===== config.mk =====
export PLATFORM = sky130hd
export DESIGN_NAME = mem_ctrl
export DESIGN_NICKNAME = d
export VERILOG_FILES = /design/src/rtl/mem_ctrl_pkg.sv /design/src/rtl/mem_ctrl.sv
export SDC_FILE = /design/constraint.sdc
export NUM_CORES = 1
export LEC_CHECK = 0
export BUFFER_PORTS_ARGS = -buffer_cell sky130_fd_sc_hd__clkbuf_2
export CORE_ASPECT_RATIO = 0.75
export CORE_UTILIZATION = 49
export DETAILED_ROUTE_END_ITERATION = 7
export PLACE_DENSITY = 0.76
export SLEW_MARGIN = 20
export SYNTH_ARGS = -nofsm -noshare
export SYNTH_HDL_FRONTEND = slang
export SYNTH_SLANG_ARGS = --single-unit

===== constraint.sdc =====
create_clock -name clk -period 3.27 [get_ports clk]
set_input_delay 0.327 -clock clk [delete_from_list [all_inputs] [get_ports clk]]
set_output_delay 0.327 -clock clk [all_outputs]
set_load 0.01 [all_outputs]

===== src/rtl/mem_ctrl_pkg.sv =====
// Shared definitions for the byte-wide RAM port controller and the MEM stage.
package mem_ctrl_pkg;

    localparam logic        RstEnable    = 1'b1;
    localparam logic        WriteEnable  = 1'b1;
    localparam logic        WriteDisable = 1'b0;
    localparam int unsigned RegBus       = 32;
    localparam logic [RegBus-1:0] ZeroWord = '0;

    localparam logic [1:0] MEM_SIZE_B = 2'd0;
    localparam logic [1:0] MEM_SIZE_H = 2'd1;
    localparam logic [1:0] MEM_SIZE_W = 2'd2;

    typedef enum logic [1:0] {
        ST_IDLE  = 2'd0,
        ST_READ  = 2'd1,
        ST_WRITE = 2'd2
    } mem_state_e;

    typedef struct packed {
        logic [RegBus-1:0] addr;
        logic [1:0]        size;
        logic [RegBus-1:0] wdata;
    } mem_req_t;

    // Byte count for an access; the unused encoding behaves as a word.
    function automatic logic [2:0] size_bytes(input logic [1:0] size);
        case (size)
            MEM_SIZE_B: return 3'd1;
            MEM_SIZE_H: return 3'd2;
            MEM_SIZE_W: return 3'd4;
            default:    return 3'd4;
        endcase
    endfunction

endpackage


===== src/rtl/mem_ctrl.sv =====
// Shares one byte-wide synchronous RAM port between instruction fetch and the MEM stage,
// sequencing 1/2/4-byte little-endian accesses as consecutive byte cycles.
module mem_ctrl
    import mem_ctrl_pkg::*;
#(
    parameter int unsigned RAM_AW = 17
) (
    input  logic              clk,
    input  logic              rst,
    input  logic              rdy,
    input  logic              if_req_i,
    input  logic [31:0]       if_addr_i,
    input  logic              if_flush_i,
    output logic              if_done_o,
    output logic [31:0]       if_data_o,
    input  logic              mem_req_i,
    input  logic              mem_we_i,
    input  logic [1:0]        mem_size_i,
    input  logic [31:0]       mem_addr_i,
    input  logic [31:0]       mem_wdata_i,
    output logic              mem_done_o,
    output logic [31:0]       mem_rdata_o,
    output logic [RAM_AW-1:0] ram_a_o,
    output logic [7:0]        ram_dout_o,
    output logic              ram_wr_o,
    input  logic [7:0]        ram_din_i,
    output logic              busy_o
);

    mem_state_e        state_q, state_d;
    mem_req_t          req_q, req_d;
    logic              is_if_q, is_if_d;
    logic [2:0]        step_q, step_d;
    logic [31:0]       rbuf_q, rbuf_d;
    logic              if_done_q, if_done_d;
    logic [31:0]       if_data_q, if_data_d;
    logic              mem_done_q, mem_done_d;
    logic [31:0]       mem_rdata_q, mem_rdata_d;
    logic [RAM_AW-1:0] ram_a_q, ram_a_d;
    logic [7:0]        ram_dout_q, ram_dout_d;
    logic              ram_wr_q, ram_wr_d;

    logic              done_hi;
    logic              grant_mem;
    logic              grant_if;
    logic              if_abort;
    logic [2:0]        n_bytes;
    logic [31:0]       addr_k;
    logic [1:0]        rd_lane;

    // step_q = j means the coming edge is E(j) of the current access
    assign done_hi   = if_done_q | mem_done_q;
    assign grant_mem = ~done_hi & mem_req_i;
    assign grant_if  = ~done_hi & ~mem_req_i & if_req_i & ~if_flush_i;
    assign if_abort  = is_if_q & if_flush_i;
    assign n_bytes   = size_bytes(req_q.size);
    assign addr_k    = req_q.addr + 32'(step_q);
    assign rd_lane   = 2'(step_q - 3'd2);

    always_ff @(posedge clk) begin
        if (rst == RstEnable) begin
            state_q <= ST_IDLE;
        end else if (rdy) begin
            state_q <= state_d;
        end
    end

    always_comb begin
        state_d = state_q;
        case (state_q)
            ST_IDLE: begin
                if (grant_mem) begin
                    state_d = mem_we_i ? ST_WRITE : ST_READ;
                end else if (grant_if) begin
                    state_d = ST_READ;
                end
            end
            ST_READ: begin
                if (if_abort || step_q == 3'(n_bytes + 3'd1)) begin
                    state_d = ST_IDLE;
                end
            end
            ST_WRITE: begin
                if (step_q == n_bytes) begin
                    state_d = ST_IDLE;
                end
            end
            default: state_d = ST_IDLE;
        endcase
    end

    // Next values for the latched request, byte sequencing and registered outputs
    always_comb begin
        req_d       = req_q;
        is_if_d     = is_if_q;
        step_d      = step_q;
        rbuf_d      = rbuf_q;
        if_done_d   = 1'b0;
        if_data_d   = if_data_q;
        mem_done_d  = 1'b0;
        mem_rdata_d = mem_rdata_q;
        ram_a_d     = ram_a_q;
        ram_dout_d  = ram_dout_q;
        ram_wr_d    = WriteDisable;
        case (state_q)
            ST_IDLE: begin
                step_d = 3'd1;
                rbuf_d = ZeroWord;
                if (grant_mem) begin
                    req_d   = '{addr: mem_addr_i, size: mem_size_i, wdata: mem_wdata_i};
                    is_if_d = 1'b0;
                    ram_a_d = RAM_AW'(mem_addr_i);
                    if (mem_we_i) begin
                        ram_wr_d   = WriteEnable;
                        ram_dout_d = mem_wdata_i[7:0];
                    end
                end else if (grant_if) begin
                    req_d   = '{addr: if_addr_i, size: MEM_SIZE_W, wdata: ZeroWord};
                    is_if_d = 1'b1;
                    ram_a_d = RAM_AW'(if_addr_i);
                end
            end
            ST_READ: begin
                if (!if_abort) begin
                    step_d = step_q + 3'd1;
                    if (step_q >= 3'd2) begin
                        rbuf_d[{rd_lane, 3'b000} +: 8] = ram_din_i;
                    end
                    if (step_q < n_bytes) begin
                        ram_a_d = RAM_AW'(addr_k);
                    end
                    if (step_q == 3'(n_bytes + 3'd1)) begin
                        if (is_if_q) begin
                            if_done_d = 1'b1;
                            if_data_d = rbuf_d;
                        end else begin
                            mem_done_d  = 1'b1;
                            mem_rdata_d = rbuf_d;
                        end
                    end
                end
            end
            ST_WRITE: begin
                if (step_q < n_bytes) begin
                    step_d     = step_q + 3'd1;
                    ram_wr_d   = WriteEnable;
                    ram_a_d    = RAM_AW'(addr_k);
                    ram_dout_d = req_q.wdata[{step_q[1:0], 3'b000} +: 8];
                end else begin
                    mem_done_d = 1'b1;
                end
            end
            default: ;
        endcase
    end

    always_ff @(posedge clk) begin
        if (rst == RstEnable) begin
            req_q       <= '0;
            is_if_q     <= 1'b0;
            step_q      <= 3'd0;
            rbuf_q      <= ZeroWord;
            if_done_q   <= 1'b0;
            if_data_q   <= ZeroWord;
            mem_done_q  <= 1'b0;
            mem_rdata_q <= ZeroWord;
            ram_a_q     <= '0;
            ram_dout_q  <= 8'd0;
            ram_wr_q    <= WriteDisable;
        end else if (rdy) begin
            req_q       <= req_d;
            is_if_q     <= is_if_d;
            step_q      <= step_d;
            rbuf_q      <= rbuf_d;
            if_done_q   <= if_done_d;
            if_data_q   <= if_data_d;
            mem_done_q  <= mem_done_d;
            mem_rdata_q <= mem_rdata_d;
            ram_a_q     <= ram_a_d;
            ram_dout_q  <= ram_dout_d;
            ram_wr_q    <= ram_wr_d;
        end
    end

    assign if_done_o   = if_done_q;
    assign if_data_o   = if_data_q;
    assign mem_done_o  = mem_done_q;
    assign mem_rdata_o = mem_rdata_q;
    assign ram_a_o     = ram_a_q;
    assign ram_dout_o  = ram_dout_q;
    assign ram_wr_o    = ram_wr_q & rdy;
    assign busy_o      = (state_q != ST_IDLE);

endmodule

* Yosys cells after proc, flatten, opt, wreduce, memory -nomap -nowiden
Index checks and enable logic that the tools add are counted.
** Word-level totals
- Bits in registers :: 181
- Bits of input ports :: 113
- Output and inout bits :: 93
- Logic and storage cells :: 104
** Cells by class
- Muxes and demuxes :: 40
- Add/sub/neg operators :: 5
- $lt $le $gt $ge :: 2
- Eq/ne operators :: 12
- Reduce and logical (&&, ||, !) cells :: 16
- Bitwise gates (word level) :: 12
- Shift operators :: 3
** Operators by type and width (number)
- $mux 51 :: 2
- $mux 17 :: 4
- $mux 32 :: 2
- $pmux 32 s2 :: 1
- $pmux 17 s3 :: 1
- $bwmux 32 :: 1
- $shift 8x7->32 const A :: 1
- $shiftx 32x6->8 :: 1
- $shiftx 8x7->32 :: 1
- $mux 8 :: 3
- $add 17x3->17 :: 1
- $pmux 8 s2 :: 1
- $reduce_and 5->1 :: 3
- $mux 1 :: 13
- $ne 2x2->1 const B :: 6
- $reduce_and 4->1 :: 3
- $mux 2 :: 5
- $pmux 3 s3 :: 1
- $reduce_bool 2->1 :: 4
- $neg 5->7 :: 1
- $add 3x1->3 const B :: 2
- $and 1x1->1 :: 6
- $eq 3x3->1 :: 2
- $mux 3 :: 2
- other kinds (15) :: 23

* Depth between registers and ports, before layout
- Word-level depth :: 8
- Gate-level depth with buffers :: 10
- Gate-level depth less buffers :: 8

* Worst setup path before layout
No wires, ideal clock.
- Path kind :: reg-to-reg
- From :: register step_q[1]
- To :: register rbuf_q[16]
- Path buffers :: 2
- Cell stages (with the launch flop) :: 10
- Period minus slack after synthesis :: 2633 ps
- Required time :: 3205 ps
- Setup time :: 65 ps
- Arrival :: 2568 ps
- Path slack :: 637 ps
- Cell sequence :: dfxtp_1 -> buf_4 -> clkbuf_1 -> inv_1 -> ha_1 -> nor4_1 -> and3_1 -> a21oi_1 -> a2bb2oi_1 -> nor2_1
** Between the ends
- Longest elaborated chain between the ends :: 7
- Elaborated cells between the ends (all ways) :: 9
- Those cells by class :: 2 x add/sub; 1 x order compare; 2 x shift; 4 x mux
** Ends and longest elaborated chain
- start: declaration :: RTL line mem_ctrl.sv:33 : logic [2:0] step_q, step_d;
- start signal: assignment :: RTL line mem_ctrl.sv:173 : step_q <= step_d;
- $sub 2x2->2 :: RTL line mem_ctrl.sv:58 : assign rd_lane = 2'(step_q - 3'd2);
- $neg 5->7 :: RTL line mem_ctrl.sv:127 : rbuf_d[{rd_lane, 3'b000} +: 8] = ram_din_i;
- $shiftx 8x7->32 / $shift 8x7->32 (equally long branches) :: RTL line mem_ctrl.sv:127
- $bwmux 32 :: RTL line mem_ctrl.sv:127
- $mux 32 * :: RTL line mem_ctrl.sv:126 : if (step_q >= 3'd2) begin
- $mux 32 * :: RTL line mem_ctrl.sv:124 : if (!if_abort) begin
- $pmux 32 s2 * :: RTL line mem_ctrl.sv:105 : case (state_q)
- end signal: assignment :: RTL line mem_ctrl.sv:162 : rbuf_q <= ZeroWord;
- end signal: assignment :: RTL line mem_ctrl.sv:174 : rbuf_q <= rbuf_d;
- end: declaration :: RTL line mem_ctrl.sv:34 : logic [31:0] rbuf_q, rbuf_d;
Every way passes the cells marked *; elsewhere a longest branch is shown, timed or not. The select of a mux whose other input is x is not followed.
A chain may end at the register's enable or synchronous reset.

* Worst setup path in the final report
- From :: register step_q[0]
- To :: register rbuf_q[17]
The elaborated chain is that of the path after synthesis.

==> flow_summary_export.csv <==
group,metric,value,unit
global_routing,antenna_found_initial,0,
clock_network,cts.reportedPaths.clkPinSlew,70,ps
clock_network,cts_inserted_buffers,17,
pwr,irDropWorstVdd,0.306,mV
cells_and_area,diodes,0,
clock_network,cts_setup_buffers,0,
sta,max_slew_margin,26.1,%
detailed_routing,wl,20.2,mm
sta,rsz0062_at_grt,"no",
cells_and_area,layout_commonest_cell,"dfxtp_1",
setup_path,endpoint_kind,"flop",
cells_and_area,nets,1141,
global_routing,globalRouteOverflowTotal,0,
detailed_routing,via_count,7029,
detailed_routing,viasPerCell,5.70,
placed_design,dp_hpwl,13.7,mm
setup_path,critPathKind,"reg -> reg",
sta,fmax,375,MHz
sta,final.setup.tns,0,ps
logic_synthesis,yosys_most_used_dff,"dfxtp_1",
setup_path,cp-start-kind,"flop",
clock_network,cts_tree,"done",
floorplanning,ioPinCount,206,
detailed_routing,drc_errors,0,
sta,clock_skew,15.3,ps
sta,setup_viol,0,
setup_path,cp_max_fo,8,
logic_synthesis,synth_nets,1001,
logic_synthesis,netlist_instances,871,
pwr,p_leak,3.83,nW
setup_path,r2r_slack,610,ps
clock_network,clk-insertion-delay-late,440,ps
clock_network,cts_buffer_depth,2,
global_routing,grt_first_pass_wirelength,32.3,mm
placed_design,io_buffers,175,
detailed_routing,drt_iter0_drc,600,
clock_network,clk_root_buffer_cell,"clkbuf_16",
sta,finalCritPeriodShare,81.5,%
logic_synthesis,netlist_area,0.00818,mm^2
detailed_routing,wire_per_inst,16.4,um
setup_path,required,3640,ps
logic_synthesis,yosys_register_bits,181,
placed_design,routabilityCongestion,0.820,
outcome,status,"finished, final reports clean",
logic_synthesis,async_flop_share,0,%
global_routing,grt_usage,24.0,%
cells_and_area,post-route-cell-area,0.00973,mm^2
cells_and_area,layout_common_cells,"dfxtp_1, clkbuf_2, nor2_1",
pwr,powerDensity,521,mW/mm^2
logic_synthesis,synth_edf_count,0,
cells_and_area,final_core_util,60.2,%
logic_synthesis,ys_seq_area_share,44.3,%
floorplanning,dieHeight,114,um
sta,hold_violations,0,
clock_network,h-tree-depth,4,
detailed_routing,postRouteAntennaNets,0,
floorplanning,die-area,0.0172,mm^2
floorplanning,num_rows,40,
clock_network,cts_hold_buf,0,
logic_synthesis,synth_area_per_cell,9.39,um^2
clock_network,cts_resized,0,
global_routing,grt_max_degree,95,
detailed_routing,drt_pass1_iterations,5,
sta,final.min_clock_period,2660,ps
cells_and_area,syn2layout_area_growth,19.0,%
placed_design,dpl-instance-area,0.00914,mm^2
clock_network,cts.sinks,181,
global_routing,grt_pass1_vias,6286,
setup_path,worst_ep_arrival_time,3030,ps
floorplanning,fp.coreArea,0.0162,mm^2
worst_hold_path,hold_class,"in -> reg",
cells_and_area,final_layout_size_suffix_gt1_share,26.9,%
floorplanning,initial_core_util,50.6,%
sta,worstMarginPinSlew,1100,ps
sta,finalMaxSlewViolations,0,
logic_synthesis,ys_types,60,
floorplanning,die_x,151,um
logic_synthesis,yosysWarnings,0,
run,maxCapViolCount,0,
state kept, by name, summed over array words and instances, names as in the netlist:
| name | flops |
|---|---|
| if_done_o | 1 |
| if_data_o | 32 |
| is_if_q | 1 |
| ram_wr_q | 1 |
| ram_a_o | 17 |
| state_q | 2 |
| rbuf_q | 32 |
| ram_dout_o | 8 |
| req_q | 51 |
| mem_rdata_o | 32 |
| step_q | 3 |
| mem_done_o | 1 |
area by class of cell:
| type | instances | area (um^2) |
|---|---|---|
| multi-input combinational | 606 | 4160 |
| timing repair buffer | 191 | 1040 |
| clock buffer | 18 | 439 |
| tap | 210 | 263 |
| fill | 1405 | 6430 |
| sequential | 181 | 3620 |
| clock inverter | 13 | 150 |
| inverter | 14 | 52.6 |
stage by stage:
stage	hold WS [ps]	worst slack (ps)	power, W	std cells
finish	126	606	0.00507	1233
CTS	114	687	0.00510	1233
detailed placement	460	705	0.00305	1202
global placement	456	743	0.00303	1202
floorplan	447	637	0.00283	871
global route	128	423	0.00528	1233
cells by family after synthesis:
| logic type | after synthesis | synth area share, % |
|---|---|---|
| buffers and inverters | 84 | 4.85 |
| adders and majority gates | 17 | 2.69 |
| DFF | 181 | 44.3 |
| muxes | 35 | 5.51 |
| AOI/OAI and AO/OA | 276 | 25.9 |
| and+or+nand+nor | 266 | 15.4 |
| xor gates and xnor gates | 12 | 1.38 |
worst max-delay path: stages (launching register included):
cell	delay, ps
dfxtp_1	310
inv_1	270
ha_1	390
nor4_1	950
and3_1	280
a21oi_1	80
a2bb2oi_1	200
nor2_1	110
synthesized netlist by cell type (9+ instances only):
library cell    n  area, um^2
and3_1         11        68.8
clkbuf_1       39         146
o2111ai_1       9        78.8
inv_1          14        52.6
buf_2          20         100
ha_1           16         200
a21oi_1        58         290
a22oi_1        47         353
dfxtp_1       181        3620
nand2b_1       12        75.1
a211oi_2       28         350
a211oi_1       58         435
a2bb2oi_1      24         210
mux2i_1        27         270
nor2b_1        11        68.8
nor2_1        170         638
nand2_1        18        67.6
o21ai_0        15        75.1
report_power, final:
| part | internal, W | switching (W) | leakage, nW | total [W] |
|---|---|---|---|---|
| Clock | 0.00115 | 0.000914 | 0.286 | 0.00207 |
| Combinational | 0.000252 | 0.000393 | 2.08 | 0.000645 |
| Sequential | 0.00229 | 0.0000629 | 1.47 | 0.00236 |
| Total | 0.00370 | 0.00137 | 3.83 | 0.00507 |
layer usage:
metal / GRT usage (%) / share of wire (%) / vias to the layer above
met5: 0 / 0 / -
met4: 6.73 / 0.88 / 0
met3: 6.40 / 6.7 / 17
met2: 34.2 / 42 / 234
met1: 35.2 / 50 / 3300
li1: - / - / 3478
final timing paths:
check / start / endpoint / depth (start not counted)
worst min register to register: ram_a_o[12] / ram_a_o[12] / 2
worst min-delay path: mem_wdata_i[22] / req_q[22] / 3
worst max-delay path: step_q[0] / rbuf_q[17] / 7
worst max register to register: step_q[0] / rbuf_q[17] / 7
Note: power is estimated with default switching activity, not from simulation.
